File: src/rtl/byte_write_regfile.sv
// Byte-lane writable register bank with per-entry sticky bus write-lock,
// full-word hardware update port and a registered read port with valid strobe.
module byte_write_regfile #(
    parameter int WIDTH      = 32,
    parameter int BYTE_WIDTH = 8,
    parameter int DEPTH      = 8,
    parameter int AW         = $clog2(DEPTH),
    parameter int WE_WIDTH   = (WIDTH - 1) / BYTE_WIDTH + 1
) (
    input  logic                clk,
    input  logic                rst,
    input  logic                wr_en,
    input  logic [AW-1:0]       wr_addr,
    input  logic [WE_WIDTH-1:0] wr_be,
    input  logic [WIDTH-1:0]    wr_data,
    input  logic                hw_we,
    input  logic [AW-1:0]       hw_addr,
    input  logic [WIDTH-1:0]    hw_data,
    input  logic                lock_en,
    input  logic [AW-1:0]       lock_addr,
    input  logic                rd_en,
    input  logic [AW-1:0]       rd_addr,
    output logic [WIDTH-1:0]    rd_data,
    output logic                rd_valid,
    output logic                rd_err,
    output logic                wr_err,
    output logic [DEPTH-1:0]    lock_o
);

    logic [WIDTH-1:0] mem      [DEPTH];
    logic [WIDTH-1:0] next_mem [DEPTH];
    logic [WIDTH-1:0] lane_mask;
    logic [DEPTH-1:0] wr_sel;
    logic [DEPTH-1:0] hw_sel;
    logic [DEPTH-1:0] lock_sel;
    logic [DEPTH-1:0] rd_sel;
    logic             wr_hit;
    logic             wr_ok;
    logic             rd_in_range;

    // The top lane naturally ends up narrower when WIDTH is not a multiple of BYTE_WIDTH.
    for (genvar b = 0; b < WIDTH; b++) begin : g_mask
        assign lane_mask[b] = wr_be[b / BYTE_WIDTH];
    end

    always_comb begin
        wr_sel   = '0;
        hw_sel   = '0;
        lock_sel = '0;
        rd_sel   = '0;
        for (int e = 0; e < DEPTH; e++) begin
            wr_sel[e]   = (wr_addr   == AW'(e));
            hw_sel[e]   = (hw_addr   == AW'(e));
            lock_sel[e] = (lock_addr == AW'(e));
            rd_sel[e]   = (rd_addr   == AW'(e));
        end
    end

    // Out-of-range addresses decode to no entry, so they fall out as rejected/ignored.
    assign wr_hit      = wr_en && (wr_be != '0);
    assign wr_ok       = wr_hit && (|(wr_sel & ~lock_o));
    assign rd_in_range = |rd_sel;

    always_comb begin
        for (int e = 0; e < DEPTH; e++) begin
            next_mem[e] = mem[e];
            if (hw_we && hw_sel[e]) begin
                next_mem[e] = hw_data;
            end
            if (wr_ok && wr_sel[e]) begin
                next_mem[e] = (next_mem[e] & ~lane_mask) | (wr_data & lane_mask);
            end
        end
    end

    always_ff @(posedge clk) begin
        if (!rst) begin
            for (int e = 0; e < DEPTH; e++) begin
                mem[e] <= '0;
            end
            lock_o   <= '0;
            rd_data  <= '0;
            rd_valid <= 1'b0;
            rd_err   <= 1'b0;
            wr_err   <= 1'b0;
        end else begin
            for (int e = 0; e < DEPTH; e++) begin
                mem[e] <= next_mem[e];
            end
            if (lock_en) begin
                lock_o <= lock_o | lock_sel;
            end
            wr_err   <= wr_hit && !wr_ok;
            rd_valid <= rd_en;
            rd_err   <= rd_en && !rd_in_range;
            if (rd_en) begin
                rd_data <= rd_in_range ? mem[rd_addr] : '0;
            end
        end
    end

endmodule
File: config.mk
export PLATFORM = sky130hd
export DESIGN_NAME = byte_write_regfile
export DESIGN_NICKNAME = d
export VERILOG_FILES = /design/src/rtl/byte_write_regfile.sv
export SDC_FILE = /design/constraint.sdc
export NUM_CORES = 1
export LEC_CHECK = 0
export ABC_AREA = 1
export CAP_MARGIN = 5
export CORE_MARGIN = 1
export CORE_UTILIZATION = 56
export CTS_CLUSTER_DIAMETER = 120
export DETAILED_ROUTE_END_ITERATION = 8
export DONT_BUFFER_PORTS = 1
export PLACE_DENSITY_LB_ADDON = 0.3
export SLEW_MARGIN = 10
export SYNTH_ARGS = -nofsm -noshare
export SYNTH_HDL_FRONTEND = slang
export SYNTH_SLANG_ARGS = --single-unit
export TNS_END_PERCENT = 100
File: constraint.sdc
create_clock -name clk -period 2.15 [get_ports clk]
set_clock_uncertainty 0.2 [all_clocks]
set_input_delay 0.43 -clock clk [delete_from_list [all_inputs] [get_ports clk]]
set_output_delay 0.43 -clock clk [all_outputs]
set_load 0.005 [all_outputs]
==> metrics.yaml, run 1 <==
run_status:
  outcome: "finished with violations"
  violations: "hold timing"
routing:
  routed_via_density: 5.87
  vias: 18900
  first_iter_violations: 2227
  wl_per_cell_um: 17.3
  dr.pass1.iters: 7
  postRouteAntennaNets: 0
  postRouteWirelength_mm: 55.9
  route.detailed.drc: 0
critical_path:
  cp_slowest_cell: "dlygate4sd3_1"
  path_buf_inv: 2
  path_cells: "o21ai_0 -> dlygate4sd3_1 -> a21oi_1 -> dlygate4sd3_1"
  path_max_fanout: 2
  r2r-end: "rd_data[22]$_SDFFE_PN0P_"
  rr_startpoint: "rd_data[22]$_SDFFE_PN0P_"
  reg2reg_depth: 4
  startpoint: "rd_data[22]$_SDFFE_PN0P_"
  crit_type: "flip-flop to flip-flop"
  reg2reg_slack_ns: 0.08
  startpoint_type: "flip-flop"
  critPathCaptureType: "flip-flop"
  cp_slowest_stage_delay_ns: 0.62
  crit_required_ns: 2.36
  cp_common_cell: "dlygate4sd3_1"
  cp_top_family: "buffers and inverters"
  cp.arrival_ns: 2.29
sta:
  fmax_mhz: 482
  layout_worst_path_cycle_share_pct: 96.5
  tightest_slew_ns: 1.16
  min_period_ns: 2.07
  slew-limit-headroom_pct: 22.2
  timing.hold.ws_ns: -0.165
  final-max-slew-violation-count: 0
  fin_setup_tns_ns: 0
  hold_violations: 117
  grt_setup_unrepaired: "no"
  setup_viol: 0
cells_and_area:
  postLayoutCellArea_um2: 19200
  final_util_pct: 64.0
  drive_above_1_share_pct: 4.83
  diodes: 0
  nFillCells: 2738
  layout.nets: 2897
  area_growth_syn_to_layout_pct: 11.4
flow_run:
  cap_viol_max_count: 0
logic_synthesis:
  synthArstFlopShare_pct: 0
  netlist_area_um2: 17200
  synth_cell_type_count: 27
  syn_nets: 2953
  ys.flop_type: "dfxtp_1"
  synth_edf_count: 0
  synthDominantCellAreaShare_pct: 34.8
  synth_common_cells: "nand2_1, nor2_1, o21ai_0, dfxtp_1, a21oi_1"
  yosysSeqAreaShare_pct: 34.8
  yosysWarnings: 0
  syn_area_per_cell_um2: 6.00
  synth_area_leaders: "dfxtp_1, nand2_1, nor2_1, o21ai_0, a21oi_1"
  yosys_register_bits: 299
  netlist.top_cell.by_area: "dfxtp_1"
  synth_most_common_cell: "nand2_1"
  synthCells: 2867
global_routing:
  grt_pass1_wl_mm: 86.2
  grt_pass1_vias: 17100
  grt_max_degree: 292
  track_usage_pct: 34.0
  grt-ovfl-total: 0
  antenna_found_initial: 1
power_and_ir_drop:
  leakage_nw: 9.69
  ir_worst_vdd_v: 0.000778
  p_per_area_nw_per_um2: 718
cts:
  numCtsBuffers: 34
  cts_tree: "built"
  clkLatencyLatePin_ns: 0.53
  cts.clk_slew.worst_paths_ns: 0.06
  numClockSinks: 299
  cts-root-buf: "clkbuf_16"
  cts_buffer_depth: 3
  htree_levels: 2
worst_hold_path:
  holdCritPathClass: "input pin to flip-flop"
  min_to: "mem[3][14]$_SDFF_PN0_"
  worstHoldPathCells: 2
  min-delay-start: "rst"
floorplanning:
  rows: 63
  dieHeight_um: 177
  fp.dieArea_um2: 31400
  core-area_um2: 30000
  io_pins: 129
  start_util_pct: 57.5
  die_w_um: 177
placement:
  gp_congestion: 0.804
  numPortBuffers: 0
  hpwl_mm: 31.1
  place_area_um2: 17500
state kept, by name, summed over array words and instances, names as in the netlist:
name and flops:
mem 256, rd_data 32, lock_o 8, rd_err 1
rd_valid 1, wr_err 1
cell usage in the layout, fill, tap and decap left out:
| master | instances |
|---|---|
| clkbuf_8 | 7 |
| inv_2 | 5 |
| inv_4 | 1 |
| clkinv_2 | 6 |
| nor2_2 | 3 |
| nand2_2 | 6 |
| o21ai_1 | 38 |
| bufinv_16 | 3 |
| o22ai_1 | 10 |
| nor2_1 | 716 |
| conb_1 | 1 |
| inv_6 | 1 |
| a22oi_1 | 34 |
| nor2_4 | 5 |
| nand3_1 | 25 |
| clkbuf_16 | 35 |
| nor3_4 | 1 |
| o2111ai_1 | 12 |
| nand2_4 | 2 |
| buf_16 | 1 |
| nor3_1 | 6 |
| buf_4 | 19 |
| nand2_1 | 800 |
| a21oi_1 | 235 |
| a21oi_4 | 1 |
| dlygate4sd3_1 | 56 |
| clkbuf_1 | 7 |
| inv_1 | 85 |
| o21ai_0 | 340 |
| buf_12 | 32 |
| nand3_4 | 8 |
| nand4_1 | 33 |
| dfxtp_1 | 299 |
| nand3_2 | 1 |
stage by stage:
stage	setup WS, ns	total power [mW]	std cells
floorplan	0.233	7.44	2867
global placement	0.110	7.64	3106
detailed placement	0.0638	7.72	3106
CTS	0.0280	13.7	3216
global route	0.0338	14.3	3224
finish	0.0756	13.8	3224
repair_timing:
item,CTS,global route
setup endpoints to repair,0,1
setup buffers,0,2
hold buffers,51,8
endpoints found under the hold margin,298,146
gates resized for setup,0,1
kinds of logic after synthesis:
| kind of cell | count (synthesis) | synth area share, % |
|---|---|---|
| AO/OA/AOI/OAI | 670 | 20.4 |
| other | 1 | 0.0218 |
| flip-flops | 299 | 34.8 |
| buffers and inverters | 291 | 8.14 |
| AND/OR/NAND/NOR | 1606 | 36.7 |
how the worst max path moves through the flow:
stage | endpoint | slack (ns) | cells past startpoint
global placement | mem[5][28]$_SDFF_PN0_ | 0.11 | 6
detailed placement | mem[5][15]$_SDFF_PN0_ | 0.06 | 7
CTS | lock_o[6]$_SDFFE_PN0P_ | 0.03 | 6
global route | rd_data[22]$_SDFFE_PN0P_ | 0.03 | 4
floorplan | mem[0][12]$_SDFF_PN0_ | 0.23 | 7
finish | rd_data[22]$_SDFFE_PN0P_ | 0.08 | 4
power breakdown:
part	internal [mW]	total [mW]	switching [mW]
clock network	3.58	5.98	2.39
logic	0.644	1.82	1.17
registers	5.83	5.98	0.148
worst reg2reg max path, cell delays in order (launching register included):
cell	delay (ns)
dfxtp_1	0.32
o21ai_0	0.22
dlygate4sd3_1	0.62
a21oi_1	0.04
dlygate4sd3_1	0.56
final cells by class:
type                       count  area, um^2  area share, %
timing repair buffer         108        1370           7.15
inverter                      91         344           1.79
multi-input combinational   2277        9860           51.4
sequential                   299        5990           31.2
tap                          390         488           2.54
clock inverter                10         129          0.672
clock buffer                  49         998           5.21
routing by layer:
layer | vias to the layer above | global-route usage [%] | share of wire [%]
met1 | 8618 | 41.6 | 39
met4 | 2 | 14.7 | 3.6
met2 | 1001 | 58.2 | 48
li1 | 9124 | - | -
met3 | 177 | 5.89 | 9.9
met5 | - | 0 | 0.029
No activity file was read; power rests on OpenSTA's default activity.
==> inputs of run 2 (changes only) <==
SETUP_SLACK_MARGIN = 0.2   (was unset)
==> metrics.yaml, run 2 (synthesized netlist as in run 1, its figures left out) <==
placement:
  hpwl_mm: 31.1
  numPortBuffers: 0
  gp_congestion: 0.804
  dp_slack_ns: 0.0638
critical_path:
  cp_slowest_cell: "dlygate4sd3_1"
  cp_top_family: "buffers and inverters"
  cp.arrival_ns: 2.10
  cp_slowest_stage_delay_ns: 0.56
  cp_common_cell: "dlygate4sd3_1"
  rr_startpoint: "rd_data[18]$_SDFFE_PN0P_"
  reg2reg_depth: 4
  path_buf_inv: 2
  path_max_fanout: 2
  path_cells: "o21ai_1 -> dlygate4sd3_1 -> a21oi_1 -> dlygate4sd3_1"
  r2r-end: "rd_data[18]$_SDFFE_PN0P_"
  reg2reg_slack_ns: 0.25
  startpoint_type: "flip-flop"
  crit_type: "flip-flop to flip-flop"
  crit_required_ns: 2.35
  critPathCaptureType: "flip-flop"
power_and_ir_drop:
  ir_worst_vdd_v: 0.000777
  leakage_nw: 9.70
  p_per_area_nw_per_um2: 717
  totalPowerFinal_mw: 13.8
routing:
  wl_per_cell_um: 17.4
  postRouteWirelength_mm: 56.1
  first_iter_violations: 2279
  postRouteAntennaNets: 0
  routed_via_density: 5.88
  vias: 18900
  dr.pass1.iters: 6
  route.detailed.drc: 0
cells_and_area:
  drive_above_1_share_pct: 4.98
  largest_register_ffs: 256
  diodes: 0
  final_common_cell: "nand2_1"
  layout.nets: 2894
  final_cell_mix: "nand2_1, nor2_1, o21ai_0, dfxtp_1, a21oi_1"
  top_regs: "mem x256, rd_data x32, lock_o x8"
  regMostFlops: "mem"
  area_growth_syn_to_layout_pct: 11.4
cts:
  cts.clk_slew.worst_paths_ns: 0.06
  cts_buffer_depth: 3
  clkLatencyLatePin_ns: 0.53
  htree_levels: 2
  cts_tree: "built"
  numCtsBuffers: 34
  numClockSinks: 299
  cts-root-buf: "clkbuf_16"
sta:
  finalWorstSetupSlack_ns: 0.245
  final-max-slew-violation-count: 0
  min_period_ns: 1.90
  fmax_mhz: 525
  tightest_slew_ns: 1.06
  grt_setup_unrepaired: "no"
  hold_violations: 109
  fin_setup_tns_ns: 0
  setup_viol: 0
  slew-limit-headroom_pct: 29.2
  timing.hold.ws_ns: -0.164
  layout_worst_path_cycle_share_pct: 88.6
worst_hold_path:
  worstHoldPathCells: 2
  holdCritPathClass: "input pin to flip-flop"
  min-delay-start: "rst"
  min_to: "mem[3][14]$_SDFF_PN0_"
floorplanning:
  core-area_um2: 30000
  die_w_um: 177
  io_pins: 129
  start_util_pct: 57.5
  dieHeight_um: 177
  rows: 63
  fp.dieArea_um2: 31400
global_routing:
  track_usage_pct: 33.9
  grt_pass1_wl_mm: 86.2
  antenna_found_initial: 1
  grt_pass1_vias: 17000
  grt-ovfl-total: 0
  grt_max_degree: 292
flow_run:
  cap_viol_max_count: 0
run_status:
  violations: "hold timing"
  outcome: "finished with violations"
[run 2: cell types whose count changed in the layout (fill, tap and decap cells not counted)]
cell,before,now
clkbuf_16,35,37
inv_1,85,86
dfxtp_2,0,3
dlygate4sd3_1,56,51
dfxtp_1,299,296
inv_2,5,4
o21ai_1,38,42
o21ai_0,340,336
[run 2: final cells by class]
type,instances,area (um^2)
Fill cell,2741,10800
Multi-Input combinational cell,2277,9860
Sequential cell,299,5990
Timing Repair Buffer,105,1370
Clock buffer,49,998
Tap cell,390,488
Inverter,91,344
Clock inverter,10,129
[run 2: timing repair]
action | CTS | global route
resized for setup | 0 | 7
hold buffers | 50 | 9
endpoints found under the hold margin | 298 | 145
buffers inserted | 0 | 2
endpoints found under the setup margin | 0 | 13
[run 2: metrics by stage]
stage	util, %	cell area, um^2	std cells
after floorplan	-	17200	2867
after global placement	58.3	17500	3106
after detailed placement	58.3	17500	3106
after CTS	63.8	19100	3215
after global routing	64.0	19200	3221
final	64.0	19200	3221
[run 2: layer usage]
metal	vias up	GRT usage, %	part of all wire (%)
met5	-	0	0.029
met4	2	14.7	3.7
met3	183	5.89	10
met2	1029	58.2	47
met1	8619	41.6	39
li1	9106	-	-
[run 2: worst reg2reg max path: cells and delay by family, from the launching register on]
| kind | cells | cell delay [ns] |
|---|---|---|
| compound gates | 2 | 0.14 |
| buf+inv | 2 | 1.13 |
| flops | 1 | 0.32 |
[run 2: how the worst max path moves through the flow]
stage,endpoint,cells after the start,start,slack (ns)
2_1_floorplan,mem[0][12]$_SDFF_PN0_,7,wr_be[2],0.23
4_1_cts,rd_data[27]$_SDFFE_PN0P_,4,rd_data[27]$_SDFFE_PN0P_,0.22
3_3_place_gp,mem[5][28]$_SDFF_PN0_,6,wr_be[2],0.11
6_report,rd_data[18]$_SDFFE_PN0P_,4,rd_data[18]$_SDFFE_PN0P_,0.25
3_5_place_dp,mem[5][15]$_SDFF_PN0_,7,wr_be[0],0.06
5_1_grt,mem[0][26]$_SDFF_PN0_,9,hw_we,0.20
[run 2: power by group]
group          leakage [nW]  internal, mW  total [mW]  switching (mW)
logic                  6.70         0.647        1.82            1.17
clock network         0.560          3.58        5.97            2.38
registers              2.44          5.83        5.98           0.149
total                  9.70          10.1        13.8            3.70
